$ cat src/rtl/decode_stage.sv
// Decode stage: 2-entry {instr, pc} buffer with combinational decode of the head entry; one-edge latency when empty.
// Backpressure: in_ready = (count < 2) from registered state only; flush and reset discard all entries.
module sync_fifo #(
  parameter int W     = 96,
  parameter int DEPTH = 2,
  parameter int AW    = (DEPTH > 1) ? $clog2(DEPTH) : 1,
  parameter int CW    = $clog2(DEPTH + 1)
) (
  input  logic          clock,
  input  logic          reset,
  input  logic          flush,
  input  logic          push,
  input  logic          pop,
  input  logic [W-1:0]  wdata,
  output logic [W-1:0]  rdata,
  output logic [CW-1:0] count,
  output logic          full,
  output logic          empty
);
  logic [W-1:0]  mem_q [DEPTH];
  logic [W-1:0]  mem_d [DEPTH];
  logic [AW-1:0] head_q, head_d;
  logic [AW-1:0] tail_q, tail_d;
  logic [CW-1:0] count_q, count_d;

  function automatic logic [AW-1:0] ptr_inc(input logic [AW-1:0] p);
    return (p == AW'(DEPTH - 1)) ? '0 : p + 1'b1;
  endfunction

  assign full  = (count_q == CW'(DEPTH));
  assign empty = (count_q == '0);
  assign count = count_q;
  assign rdata = mem_q[head_q];

  always_comb begin
    mem_d   = mem_q;
    head_d  = head_q;
    tail_d  = tail_q;
    count_d = count_q;
    if (flush) begin
      head_d  = '0;
      tail_d  = '0;
      count_d = '0;
    end else begin
      if (push && !full) begin
        mem_d[tail_q] = wdata;
        tail_d        = ptr_inc(tail_q);
      end
      if (pop && !empty) begin
        head_d = ptr_inc(head_q);
      end
      // Simultaneous push and pop nets to zero change in occupancy.
      case ({push && !full, pop && !empty})
        2'b10:   count_d = count_q + 1'b1;
        2'b01:   count_d = count_q - 1'b1;
        default: count_d = count_q;
      endcase
    end
  end

  always_ff @(posedge clock) begin
    if (reset) begin
      for (int i = 0; i < DEPTH; i++) mem_q[i] <= '0;
      head_q  <= '0;
      tail_q  <= '0;
      count_q <= '0;
    end else begin
      mem_q   <= mem_d;
      head_q  <= head_d;
      tail_q  <= tail_d;
      count_q <= count_d;
    end
  end
endmodule

module decode_stage (
  input  logic        clock,
  input  logic        reset,
  input  logic        flush,
  input  logic        in_valid,
  input  logic [31:0] in_instr,
  input  logic [63:0] in_pc,
  output logic        in_ready,
  output logic        out_valid,
  input  logic        out_ready,
  output logic [5:0]  out_opcode,
  output logic [4:0]  out_rd,
  output logic [4:0]  out_rs,
  output logic [4:0]  out_rt,
  output logic [63:0] out_imm,
  output logic [63:0] out_pc,
  output logic [63:0] out_target,
  output logic [2:0]  out_class,
  output logic        out_illegal
);
  typedef struct packed {
    logic [31:0] instr;
    logic [63:0] pc;
  } entry_t;

  entry_t     wr_dat;
  entry_t     head_dat;
  logic [1:0] count;
  logic       full;
  logic       empty;
  logic       push;
  logic       pop;
  logic [63:0] imm_sext;

  assign in_ready  = !full;
  assign out_valid = !empty;
  assign push      = in_valid && in_ready && !flush;
  assign pop       = out_valid && out_ready && !flush;
  assign wr_dat    = '{instr: in_instr, pc: in_pc};

  sync_fifo #(.W($bits(entry_t)), .DEPTH(2)) u_fifo (
    .clock (clock),
    .reset (reset),
    .flush (flush),
    .push  (push),
    .pop   (pop),
    .wdata (wr_dat),
    .rdata (head_dat),
    .count (count),
    .full  (full),
    .empty (empty)
  );

  assign imm_sext = {{48{head_dat.instr[15]}}, head_dat.instr[15:0]};

  always_comb begin
    out_opcode  = '0;
    out_rd      = '0;
    out_rs      = '0;
    out_rt      = '0;
    out_imm     = '0;
    out_pc      = '0;
    out_target  = '0;
    out_class   = 3'd0;
    out_illegal = 1'b0;
    // Stale storage contents never leak out while the buffer is empty.
    if (out_valid) begin
      out_opcode = head_dat.instr[31:26];
      out_rd     = head_dat.instr[25:21];
      out_rs     = head_dat.instr[20:16];
      out_rt     = head_dat.instr[15:11];
      out_imm    = imm_sext;
      out_pc     = head_dat.pc;
      out_target = head_dat.pc + {imm_sext[61:0], 2'b00};
      if (head_dat.instr[31:26] <= 6'h05) begin
        out_class = head_dat.instr[28:26];
      end else begin
        out_class   = 3'd7;
        out_illegal = 1'b1;
      end
    end
  end

  logic unused_count;
  assign unused_count = ^count;
endmodule

$ cat config.mk
export PLATFORM = sky130hd
export DESIGN_NAME = decode_stage
export DESIGN_NICKNAME = d
export VERILOG_FILES = /design/src/rtl/decode_stage.sv
export SDC_FILE = /design/constraint.sdc
export NUM_CORES = 1
export LEC_CHECK = 0
export CAP_MARGIN = 40
export CORE_AREA = 2 2 174 176
export CTS_BUF_LIST = sky130_fd_sc_hd__clkbuf_8
export DETAILED_ROUTE_END_ITERATION = 10
export DIE_AREA = 0 0 176 178
export HOLD_SLACK_MARGIN = 0.08
export PLACE_DENSITY = 0.76
export SLEW_MARGIN = 30
export SYNTH_ARGS = -nofsm -noshare
export SYNTH_HDL_FRONTEND = slang
export SYNTH_SLANG_ARGS = --single-unit
$ cat constraint.sdc
create_clock -name clock -period 3.9 [get_ports clock]
set_input_delay 0.39 -clock clock [delete_from_list [all_inputs] [get_ports clock]]
set_output_delay 0.39 -clock clock [all_outputs]
set_load 0.05 [all_outputs]
# Yosys cells after proc, flatten, opt, wreduce, memory -nomap -nowiden
# Cells that the tools add are included.
# word_totals
input_bits	101
regBits	196
out_inout_bits	219
# op_classes
bitwise_logic	3
addsub	5
n_reduce_logical	14
n_lt_le_gt_ge	4
eq_ne	3
n_mux	20
# op_table
op	count
$mux W96	4
$bwmux W192	1
$mux W64	3
$demux W96 S1	1
$add A64 B64 Y64	1
$mux W5	3
$logic_and A1 B1 Y1	7
$le A6 B3 Y1 const B	1
$mux W3	2
$mux W6	1
$eq A2 B2 Y1 const B	2
$ge A2 B2 Y1 const B	2
$mux W1	4
$not A1 Y2	2
$pmux W2 S2	1
$logic_not A1 Y1	3
$add A1 B1 Y1 const B	2
$add A2 B1 Y2 const B	1
$eq A2 B1 Y1 const B	1
$logic_not A2 Y1	1
$lt A2 B1 Y1 const B	1
$reduce_and A2 Y1	1
$reduce_bool A2 Y1	1
$reduce_or A2 Y1	1
2 further kinds	2

# Logic depth before layout (Yosys ltp)
# Gate-level depths: netlist of the first run.
# logic_depth
ltp_word	7
ltp_mapped	16
depth_no_buf	13

# By module
# Synthesis of the first run repeated with hierarchy kept, for this count alone.
# hier_totals
hier_cells	1637
hier_area_um2	14333.7
# modules_own_cells
module	n_inst	cells_each	area_each_um2	seq_area_each_um2
sync_fifo	1	861	9187.6	3923.8
decode_stage	1	776	5146.2	0.0

# Least setup slack after synthesis of the first run
# Ideal clock, no wire load.
# synth_timing
path_type	reg2out
from	register u_fifo.head_q
to	output port out_target[52]
arrival_ns	4.684
stages_incl_launch_ff	17
path_slack_ns	-1.174
cell_sequence	dfxtp_1 clkbuf_1 buf_1 clkbuf_1 mux2_2 ha_1 inv_1 fa_1 and2b_1 o211ai_2 a31oi_4 a21boi_2 o31ai_2 a21oi_2 a2111oi_4 nor3_1 nor3_1
# synth_via
elab_chain_len	6
# synth_lines
element	line_no	rtl
from (decl)	22	logic [AW-1:0] head_q, head_d;
from (signal assigned)	64	head_q <= '0;
from (signal assigned)	69	head_q <= head_d;
$not A1 Y2 (implied by the code)	33	assign rdata = mem_q[head_q];
$mux W96 (implied by the code) (3 in series)	33	
$add A64 B64 Y64	149	out_target = head_dat.pc + {imm_sext[61:0], 2'b00};
$mux W64	142	if (out_valid) begin
to (decl)	92	output logic [63:0] out_target,
# Every way passes these cells. The select of a mux whose other input is x is not followed.

# Worst setup path after layout of the first run
# layout_timing
from	register u_fifo.head_q
to	output port out_target[42]
# The elaborated chain is that of the path after synthesis.

==> results of run 1 <==
registers in the layout, summed over array words and instances, names as in the netlist:
signal / cells
u_fifo.mem_q: 192
u_fifo.count: 2
u_fifo.head_q: 1
u_fifo.tail_q: 1
logic make-up after synthesis:
group                      after synthesis
buffers and inverters                  195
muxes                                  102
xor gates and xnor gates                48
and+or+nand+nor                        751
DFF                                    196
AOI/OAI and AO/OA                      427
adders and majority gates               63
routing by layer:
metal  GRT usage  up-vias
li1            -     6842
met3      0.0546      154
met2       0.516      684
met1       0.370     7104
met4       0.101        0
met5           0        -
power by group through the flow:
stage | Sequential [mW] | Clock (mW) | Combinational, mW
after floorplan | 2.12 | 0 | 0.574
after global placement | 2.13 | 0 | 1.01
after detailed placement | 2.13 | 0 | 1.03
after CTS | 2.09 | 1.52 | 1.09
after global routing | 2.09 | 1.59 | 1.26
final | 2.09 | 1.51 | 1.19
metrics by stage:
step,power [mW],instances
after detailed placement,3.16,2556
after global placement,3.14,2556
after CTS,4.70,2600
final,4.79,2616
after global routing,4.95,2616
after floorplan,2.70,1782
cells in the mapped netlist, drive strengths merged (9+ instances only):
library cell	number
a211oi	10
a21o	28
a21oi	276
and2	79
buf	73
clkbuf	93
dfxtp	196
ha	62
inv	28
mux2	75
mux2i	27
nand2	457
nand3	18
nand4	21
nor2	104
nor2b	9
nor3	27
o21a	13
o21ai	41
o21bai	16
xnor2	28
xor2	20
worst register-to-register path: cells and delay by family, from the launching register on:
family	cells	cell delay, ps
compound gates	1	160
buf+inv	2	550
flops	1	390
simple gates	4	1080
worst paths after layout:
check,from,to,slack (ps)
hold reg to reg,u_fifo.mem_q[69],u_fifo.mem_q[69],460
hold / removal,reset,u_fifo.mem_q[34],350
setup reg to reg,u_fifo.count[0],u_fifo.mem_q[115],1640
setup / recovery,u_fifo.head_q,out_target[42],-680
cell type report:
class | instances | area, um^2
Clock buffer | 17 | 234
Clock inverter | 15 | 211
Fill cell | 2088 | 8420
Inverter | 28 | 109
Multi-Input combinational cell | 1391 | 10000
Sequential cell | 196 | 3930
Tap cell | 390 | 488
Timing Repair Buffer | 579 | 6000
repair_timing:
| action | 4_1_cts | 5_1_grt |
|---|---|---|
| hold buffers | 0 | 0 |
| resized for setup | 142 | 153 |
| gates cloned | 0 | 2 |
| pin swaps | 31 | 47 |
| setup endpoints to repair | 52 | 53 |
| setup buffers | 12 | 18 |
==> flow_metrics.env, run 1 <==
export IMPL_gp_congestion=0.942
export IMPL_cp_cell_sequence="buf_12 -> mux2i_4 -> clkinvlp_4 -> buf_6 -> clkbuf_16 -> ha_4 -> and4_4 -> nor3b_2 -> a211oi_2 -> o221a_2 -> o21a_4 -> buf_4 -> buf_6 -> o31ai_4 -> a21boi_2 -> xnor2_2 -> nor2_4 -> buf_12"
export IMPL_yosysUniqueCellTypes=76
export IMPL_path_class="reg -> out"
export IMPL_die_x_um=176
export IMPL_numPortBuffers=319
export IMPL_firstDrtPassIters=7
export IMPL_synth_compound_area_frac=0.194
export IMPL_synthAdderAreaFrac=0.0609
export IMPL_fin_setup_tns_ps=-17780
export IMPL_wl_met2_mm=25.2
export IMPL_status="finished, violations left"
export IMPL_synth_seq_cells=196
export IMPL_areaGrowthSynthToFinish_pct=60.5
export IMPL_avgSynthCellArea_um2=7.33
export IMPL_crit_cells=18
export IMPL_slowest_delay_ps=390
export IMPL_worstPathRequired_ps=3510
export IMPL_power_density_nw_per_um2=229
export IMPL_synth_area_leaders="dfxtp_1, nand2_1, a21oi_1"
export IMPL_drt_met1_wl_mm=19.9
export IMPL_cts_max_path_buffers=2
export IMPL_cts_max_level=4
export IMPL_seq_power_share=0.436
export IMPL_final_common_cell="nand2_1"
export IMPL_netlist_instances=1782
export IMPL_p_switching_mw=1.68
export IMPL_sw_frac_of_total=0.350
export IMPL_synth_edf_count=0
export IMPL_drc=0
export IMPL_synth_seq_area_share=0.300
export IMPL_power_combinational_fraction=0.249
export IMPL_final_cell_mix="nand2_1, clkdlybuf4s50_1, a21oi_1, buf_4, dfxtp_1"
export IMPL_drt_wl_total_mm=50.7
export IMPL_violations="setup timing"
export IMPL_worst_slew_pin_slew_ps=874
export IMPL_period_share=1.18
export IMPL_antenna_found_initial=0
export IMPL_dpl_hpwl_mm=34.0
export IMPL_core_area_um2=29400
export IMPL_muxShareOfSynthArea=0.0853
export IMPL_first_iter_violations=1247
export IMPL_final_util=0.714
export IMPL_whs_path_depth=2
export IMPL_min_period_ps=4580
export IMPL_nets=2377
export IMPL_cts_root_buf="clkbuf_8"
export IMPL_setup_ws_ps=-684
export IMPL_synthesis_nets=1946
export IMPL_hold_class="in -> reg"
export IMPL_grt_max_degree=108
export IMPL_cp_max_fo=6
export IMPL_top_layer="met4"
export IMPL_dp_slack_ps=-150
export IMPL_clk_pin_slew_ps=150
export IMPL_ys_async_sr_fraction=0
export IMPL_synth_top_flop_cell="dfxtp_1"
export IMPL_cts_tree="built"
export IMPL_grt_remaining_overflow=0
export IMPL_synth_top_family_by_area="simple AND/OR/NAND/NOR gates"
export IMPL_routedWlPerCell_um=19.4
export IMPL_die_h_um=178
export IMPL_grt_first_pass_wirelength_mm=74.6
export IMPL_die_area_um2=31300
export IMPL_drv_cap=0
export IMPL_synth_top_area_share=0.300
export IMPL_num_rows=63
export IMPL_clock_sinks=196
export IMPL_wl_met3_mm=3.68
export IMPL_crit_family="buffers and inverters"
export IMPL_cp_slowest_cell="dfxtp_4"
export IMPL_cts_buffers=17
export IMPL_vdd_drop_max_v=0.000182
export IMPL_layout_drive_gt1_share=0.312
export IMPL_yosysTopAreaCell="dfxtp_1"
export IMPL_worst_setup_path_end_kind="output pin"
export IMPL_drtAntennaViolNets=0
export IMPL_p_leak_nw=7.77
export IMPL_clkPwrFrac=0.316
export IMPL_pin_count=320
export IMPL_hold_viol=0
export IMPL_yosys_warnings=0
export IMPL_hold_worst_slack_ps=349
export IMPL_postPlaceCellArea_um2=18800
export IMPL_fin_area_um2=21000
export IMPL_critPathLaunchType="register"
export IMPL_vias=14800
export IMPL_slew_limit_headroom=0.418
export IMPL_finalSetupViolCount=45
export IMPL_synth_simple_area_share=0.251
export IMPL_synth_xor_area_share=0.0322
export IMPL_rsz0062_at_grt="yes"
export IMPL_power_internal_mw=3.12
export IMPL_clock_skew_ps=16.5
export IMPL_max_clock_freq_mhz=218
export IMPL_insertion_delay_ps=510
export IMPL_syn_area_um2=13100
export IMPL_antenna_cells=0
export IMPL_grtUsageTotal=0.297
export IMPL_reg2reg_depth=7
export IMPL_critical_path_buf_inv_count=7
export IMPL_initial_core_util=0.445
export IMPL_cp_data_arrival_time_ps=4190
export IMPL_viasPerCell=5.65
export IMPL_slew_viol_final=0
export IMPL_grt_pass1_vias=14200
No activity file was read; power rests on OpenSTA's default activity.
==> inputs of run 2 (changes only) <==
--- a/config.mk
+++ b/config.mk
@@ -13,5 +13,5 @@
 export HOLD_SLACK_MARGIN = 0.08
 export PLACE_DENSITY = 0.76
-export SLEW_MARGIN = 30
+export SLEW_MARGIN = 20
 export SYNTH_ARGS = -nofsm -noshare
 export SYNTH_HDL_FRONTEND = slang
==> constraint.sdc (replaced) <==
create_clock -name clock -period 3.9 [get_ports clock]
set_input_delay 0.39 -clock clock [delete_from_list [all_inputs] [get_ports clock]]
set_output_delay 0.39 -clock clock [all_outputs]
set_load 0.1 [all_outputs]
==> run 2 against run 1 <==
  * The flow still finishes with violations (setup timing)
  * Combinational power is 7% higher
  * Hold slack worse by 130 ps
  * Maximum frequency is 1.2% higher
  * Power is 0.19% higher
  * Register-to-register slack worse by 420 ps
  * Sequential cell count stayed put
  * Clock skew is 3.2 ps higher
  * Wire length is 5.4% lower
  * Sequential power hardly changed
  * Die area stayed put
  * Critical endpoint is now out_target[62]
  * Largest cell class unchanged
==> flow_metrics.env, run 2 (same netlist as run 1, synthesis figures left out) <==
export IMPL_hold_end="u_fifo.mem_q[19]"
export IMPL_die_h_um=178
export IMPL_numPortBuffers=319
export IMPL_cpMostUsedCell="buf_12"
export IMPL_drt_wl_total_mm=48.0
export IMPL_cts_tree="built"
export IMPL_gp_congestion=0.957
export IMPL_hold_worst_slack_ps=223
export IMPL_vias=14400
export IMPL_critPathLaunchType="register"
export IMPL_period_share=1.16
export IMPL_status="finished, violations left"
export IMPL_hold_class="in -> reg"
export IMPL_largest_register_ff_count=192
export IMPL_cp_max_fo=6
export IMPL_cts_buffers=17
export IMPL_whs_path_depth=2
export IMPL_antenna_found_initial=0
export IMPL_dpl_cell_count=2549
export IMPL_max_clock_freq_mhz=221
export IMPL_final_cell_mix="nand2_1, buf_4, a21oi_1, dfxtp_1, clkdlybuf4s50_1"
export IMPL_grt_pass1_vias=14000
export IMPL_cp_slowest_cell="or4_4"
export IMPL_routedWlPerCell_um=18.4
export IMPL_worstHoldStart="reset"
export IMPL_worstPathRequired_ps=3510
export IMPL_cts_root_buf="clkbuf_8"
export IMPL_violations="setup timing"
export IMPL_cp_data_arrival_time_ps=4140
export IMPL_min_period_ps=4530
export IMPL_power_density_nw_per_um2=233
export IMPL_grtUsageTotal=0.290
export IMPL_clock_sinks=196
export IMPL_die_area_um2=31300
export IMPL_p_leak_nw=8.07
export IMPL_final_common_cell="nand2_1"
export IMPL_cts_max_path_buffers=2
export IMPL_clock_skew_ps=19.7
export IMPL_instances_no_fill=2609
export IMPL_path_class="reg -> out"
export IMPL_hold_viol=0
export IMPL_antenna_cells=0
export IMPL_nFillCells=2176
export IMPL_worst_setup_path_end_kind="output pin"
export IMPL_grt_first_pass_wirelength_mm=72.9
export IMPL_drc=0
export IMPL_slew_viol_final=0
export IMPL_vdd_drop_max_v=0.000249
export IMPL_critical_path_buf_inv_count=4
export IMPL_grt_max_degree=101
export IMPL_slew_limit_headroom=0.517
export IMPL_finalSetupViolCount=45
export IMPL_viasPerCell=5.53
export IMPL_setup_ws_ps=-629
export IMPL_firstDrtPassIters=5
export IMPL_layout_drive_gt1_share=0.375
export IMPL_nets=2370
export IMPL_dpl_hpwl_mm=33.3
export IMPL_drtAntennaViolNets=0
export IMPL_reg2reg_depth=10
export IMPL_num_rows=63
export IMPL_grt_remaining_overflow=0
export IMPL_drv_cap=0
export IMPL_r2r_start="u_fifo.count[0]"
export IMPL_pin_count=320
export IMPL_rsz0062_at_grt="yes"
export IMPL_top_register="u_fifo.mem_q"
export IMPL_cts_max_level=4
export IMPL_slowest_delay_ps=450
export IMPL_initial_core_util=0.445
export IMPL_worst_slew_pin_slew_ps=725
export IMPL_die_x_um=176
export IMPL_cts_hold_buf=0
export IMPL_insertion_delay_ps=500
export IMPL_cp_cell_sequence="buf_12 -> buf_12 -> buf_8 -> mux2_4 -> ha_4 -> and4_4 -> nand3_2 -> or3_4 -> o21a_4 -> o31ai_4 -> a31oi_4 -> or4_4 -> nand3_4 -> buf_12"
export IMPL_r2r_end="u_fifo.count[1]"
export IMPL_clk_pin_slew_ps=140
export IMPL_first_iter_violations=1107
export IMPL_ff2ff_setup_slack_ps=1220
export IMPL_areaGrowthSynthToFinish_pct=57.6
export IMPL_crit_family="simple AND/OR/NAND/NOR gates"
export IMPL_core_area_um2=29400
[run 2: timing repair]
| item | 4_1_cts | 5_1_grt |
|---|---|---|
| buffers inserted | 6 | 25 |
| pin swaps | 23 | 64 |
| setup endpoints to repair | 50 | 53 |
| hold endpoints to repair | 0 | 0 |
| gates resized for setup | 94 | 157 |
| cloned | 1 | 1 |
[run 2: routing by layer]
| layer | part of all wire | GRT usage |
|---|---|---|
| met5 | 0 | 0 |
| met4 | 0.030 | 0.101 |
| met3 | 0.066 | 0.0539 |
| met2 | 0.48 | 0.489 |
| met1 | 0.42 | 0.372 |
[run 2: area by class of cell]
type	instances	area, um^2	area share
Sequential cell	196	3930	0.191
Multi-Input combinational cell	1391	10000	0.486
Clock buffer	18	248	0.0120
Timing Repair Buffer	572	5640	0.274
Inverter	28	109	0.00528
Clock inverter	14	178	0.00862
Tap cell	390	488	0.0237
[run 2: report_power, final]
group | total [mW] | internal, mW | switching [mW]
clock network | 1.44 | 0.518 | 0.925
registers | 2.09 | 2.06 | 0.0315
logic | 1.27 | 0.523 | 0.749
total | 4.80 | 3.10 | 1.71
[run 2: stage by stage]
stage / utilization / setup TNS, ps / total power [mW] / area, um^2 / setup WS (ps)
finish: 0.701 / -16110 / 4.80 / 20600 / -629
global route: 0.701 / -22740 / 4.97 / 20600 / -769
CTS: 0.668 / -18320 / 4.74 / 19600 / -662
detailed placement: 0.632 / -1130 / 3.27 / 18600 / -141
global placement: 0.628 / -692 / 3.24 / 18500 / -124
floorplan: - / -16740 / 2.81 / 13700 / -859
[run 2: worst max path at each step]
stage,startpoint,endpoint,slack [ps],cells after the start
5_1_grt,u_fifo.head_q,out_target[56],-770,15
2_1_floorplan,u_fifo.head_q,out_target[58],-860,13
6_report,u_fifo.head_q,out_target[62],-630,14
3_3_place_gp,u_fifo.head_q,out_target[62],-120,15
3_5_place_dp,u_fifo.head_q,out_target[58],-140,14
4_1_cts,u_fifo.head_q,out_target[63],-660,16
==> inputs of run 3 (changes only) <==
CTS_BUF_LIST = sky130_fd_sc_hd__clkbuf_8 sky130_fd_sc_hd__clkbuf_16   (was sky130_fd_sc_hd__clkbuf_8)
==> run 3 against run 2 <==
  * The flow still finishes with violations (setup timing)
  * Power is 10% higher
  * Hold slack better by 52 ps
  * Sequential cell count stayed put
  * Non-clock buffer count is 18 higher
  * Largest power group unchanged
  * Highest routed layer unchanged
==> flow_metrics.env, run 3 (same netlist as run 1, synthesis figures left out) <==
export IMPL_fin_area_um2=21200
export IMPL_worst_setup_path_end_kind="output pin"
export IMPL_dpl_hpwl_mm=33.3
export IMPL_p_leak_nw=8.34
export IMPL_insertion_delay_ps=460
export IMPL_worst_slew_pin_slew_ps=760
export IMPL_status="finished, violations left"
export IMPL_cp_data_arrival_time_ps=4140
export IMPL_postPlaceCellArea_um2=18600
export IMPL_final_util=0.719
export IMPL_final_cell_mix="nand2_1, buf_4, a21oi_1, dfxtp_1, clkdlybuf4s50_1"
export IMPL_die_area_um2=31300
export IMPL_cpMostUsedCell="buf_12"
export IMPL_hold_viol=0
export IMPL_ff2ff_setup_slack_ps=1230
export IMPL_areaGrowthSynthToFinish_pct=61.8
export IMPL_numPortBuffers=319
export IMPL_cts_root_buf="clkbuf_16"
export IMPL_grt_max_degree=101
export IMPL_instances_no_fill=2627
export IMPL_top_register="u_fifo.mem_q"
export IMPL_clk_pin_slew_ps=90
export IMPL_max_clock_freq_mhz=221
export IMPL_wl_met2_mm=24.6
export IMPL_worstPathRequired_ps=3510
export IMPL_setup_ws_ps=-626
export IMPL_initial_core_util=0.445
export IMPL_path_class="reg -> out"
export IMPL_cts_max_level=4
export IMPL_gp_congestion=0.957
export IMPL_routedWlPerCell_um=19.3
export IMPL_power_density_nw_per_um2=250
export IMPL_min_period_ps=4530
export IMPL_drv_cap=0
export IMPL_layout_drive_gt1_share=0.382
export IMPL_r2r_end="u_fifo.count[1]"
export IMPL_period_share=1.16
export IMPL_top_layer="met4"
export IMPL_worstHoldStart="reset"
export IMPL_drtAntennaViolNets=0
export IMPL_largest_register_ff_count=192
export IMPL_rsz0062_at_grt="yes"
export IMPL_violations="setup timing"
export IMPL_firstDrtPassIters=5
export IMPL_wl_met3_mm=3.55
export IMPL_die_x_um=176
export IMPL_hold_class="in -> reg"
export IMPL_antenna_found_initial=0
export IMPL_reg2reg_depth=10
export IMPL_cp_max_fo=5
export IMPL_vdd_drop_max_v=0.000299
export IMPL_cp_slowest_cell="or4_4"
export IMPL_clock_sinks=196
export IMPL_finalSetupViolCount=48
export IMPL_nets=2388
export IMPL_slew_limit_headroom=0.494
export IMPL_cts_max_path_buffers=2
export IMPL_core_area_um2=29400
export IMPL_critPathLaunchType="register"
export IMPL_cts_tree="built"
export IMPL_dpl_cell_count=2549
export IMPL_clock_skew_ps=12.6
export IMPL_die_h_um=178
export IMPL_r2r_start="u_fifo.count[0]"
export IMPL_first_iter_violations=1208
export IMPL_drc=0
export IMPL_crit_family="simple AND/OR/NAND/NOR gates"
export IMPL_cp_cell_sequence="buf_12 -> clkbuf_16 -> buf_8 -> mux2_4 -> ha_4 -> and4_4 -> nand3_2 -> or3_4 -> o21a_4 -> o31ai_4 -> a31oi_4 -> or4_4 -> nand3_4 -> buf_12"
export IMPL_viasPerCell=5.63
export IMPL_hold_end="u_fifo.mem_q[11]"
export IMPL_antenna_cells=0
export IMPL_fin_setup_tns_ps=-17730
export IMPL_whs_path_depth=2
export IMPL_cts_buffers=17
export IMPL_num_rows=63
export IMPL_grt_pass1_vias=14000
export IMPL_grt_first_pass_wirelength_mm=73.4
export IMPL_drt_met1_wl_mm=20.9
export IMPL_grt_remaining_overflow=0
export IMPL_nFillCells=2055
export IMPL_drt_wl_total_mm=50.7
export IMPL_slowest_delay_ps=450
export IMPL_slew_viol_final=0
export IMPL_final_common_cell="nand2_1"
export IMPL_grtUsageTotal=0.292
export IMPL_vias=14800
export IMPL_critical_path_buf_inv_count=4
export IMPL_pin_count=320
-- run 3: cell count changes in the layout (fill, tap and decap cells not counted), sizes merged --
cell / before / now
buf: 470 / 487
clkbuf: 19 / 20
-- run 3: cell type report --
cell class              count  area (um^2)  area share
repair buffers            590         5840       0.276
flip-flops and latches    196         3930       0.186
clock buffers              18          439      0.0208
clock inverters            14          178     0.00840
multi-input cells        1391        10200       0.481
inverters                  28          109     0.00515
well taps                 390          488      0.0231
-- run 3: routing by layer --
layer  global-route usage  up-vias
met2                0.494      678
met3               0.0490      129
met4                0.102        0
met5                    0        -
met1                0.376     7129
li1                     -     6864
-- run 3: per-stage QoR --
| step | hold WS, ps | worst slack, ps | total power [mW] |
|---|---|---|---|
| after floorplan | 433 | -859 | 2.81 |
| after global placement | 438 | -124 | 3.24 |
| after detailed placement | 443 | -141 | 3.27 |
| after CTS | 259 | -549 | 5.18 |
| after global routing | 271 | -714 | 5.44 |
| final | 275 | -626 | 5.28 |
-- run 3: worst max path at each step --
stage                  start              to  slack, ps  depth (start not counted)
6_report       u_fifo.head_q  out_target[62]       -630                         14
5_1_grt        u_fifo.head_q  out_target[63]       -710                         18
4_1_cts        u_fifo.head_q  out_target[63]       -550                         14
3_5_place_dp   u_fifo.head_q  out_target[58]       -140                         14
3_3_place_gp   u_fifo.head_q  out_target[62]       -120                         15
2_1_floorplan  u_fifo.head_q  out_target[58]       -860                         13
-- run 3: what timing repair did --
item | 4_1_cts | 5_1_grt
hold buffers | 0 | 0
gates cloned | 0 | 3
pin swaps | 20 | 65
setup buffers | 3 | 43
endpoints found under the setup margin | 48 | 50
gates resized for setup | 96 | 181
-- run 3: where the power goes --
part           total (mW)  internal [mW]  switching (mW)
clock network        1.89          0.896           0.991
logic                1.31          0.539           0.771
registers            2.09           2.06          0.0326
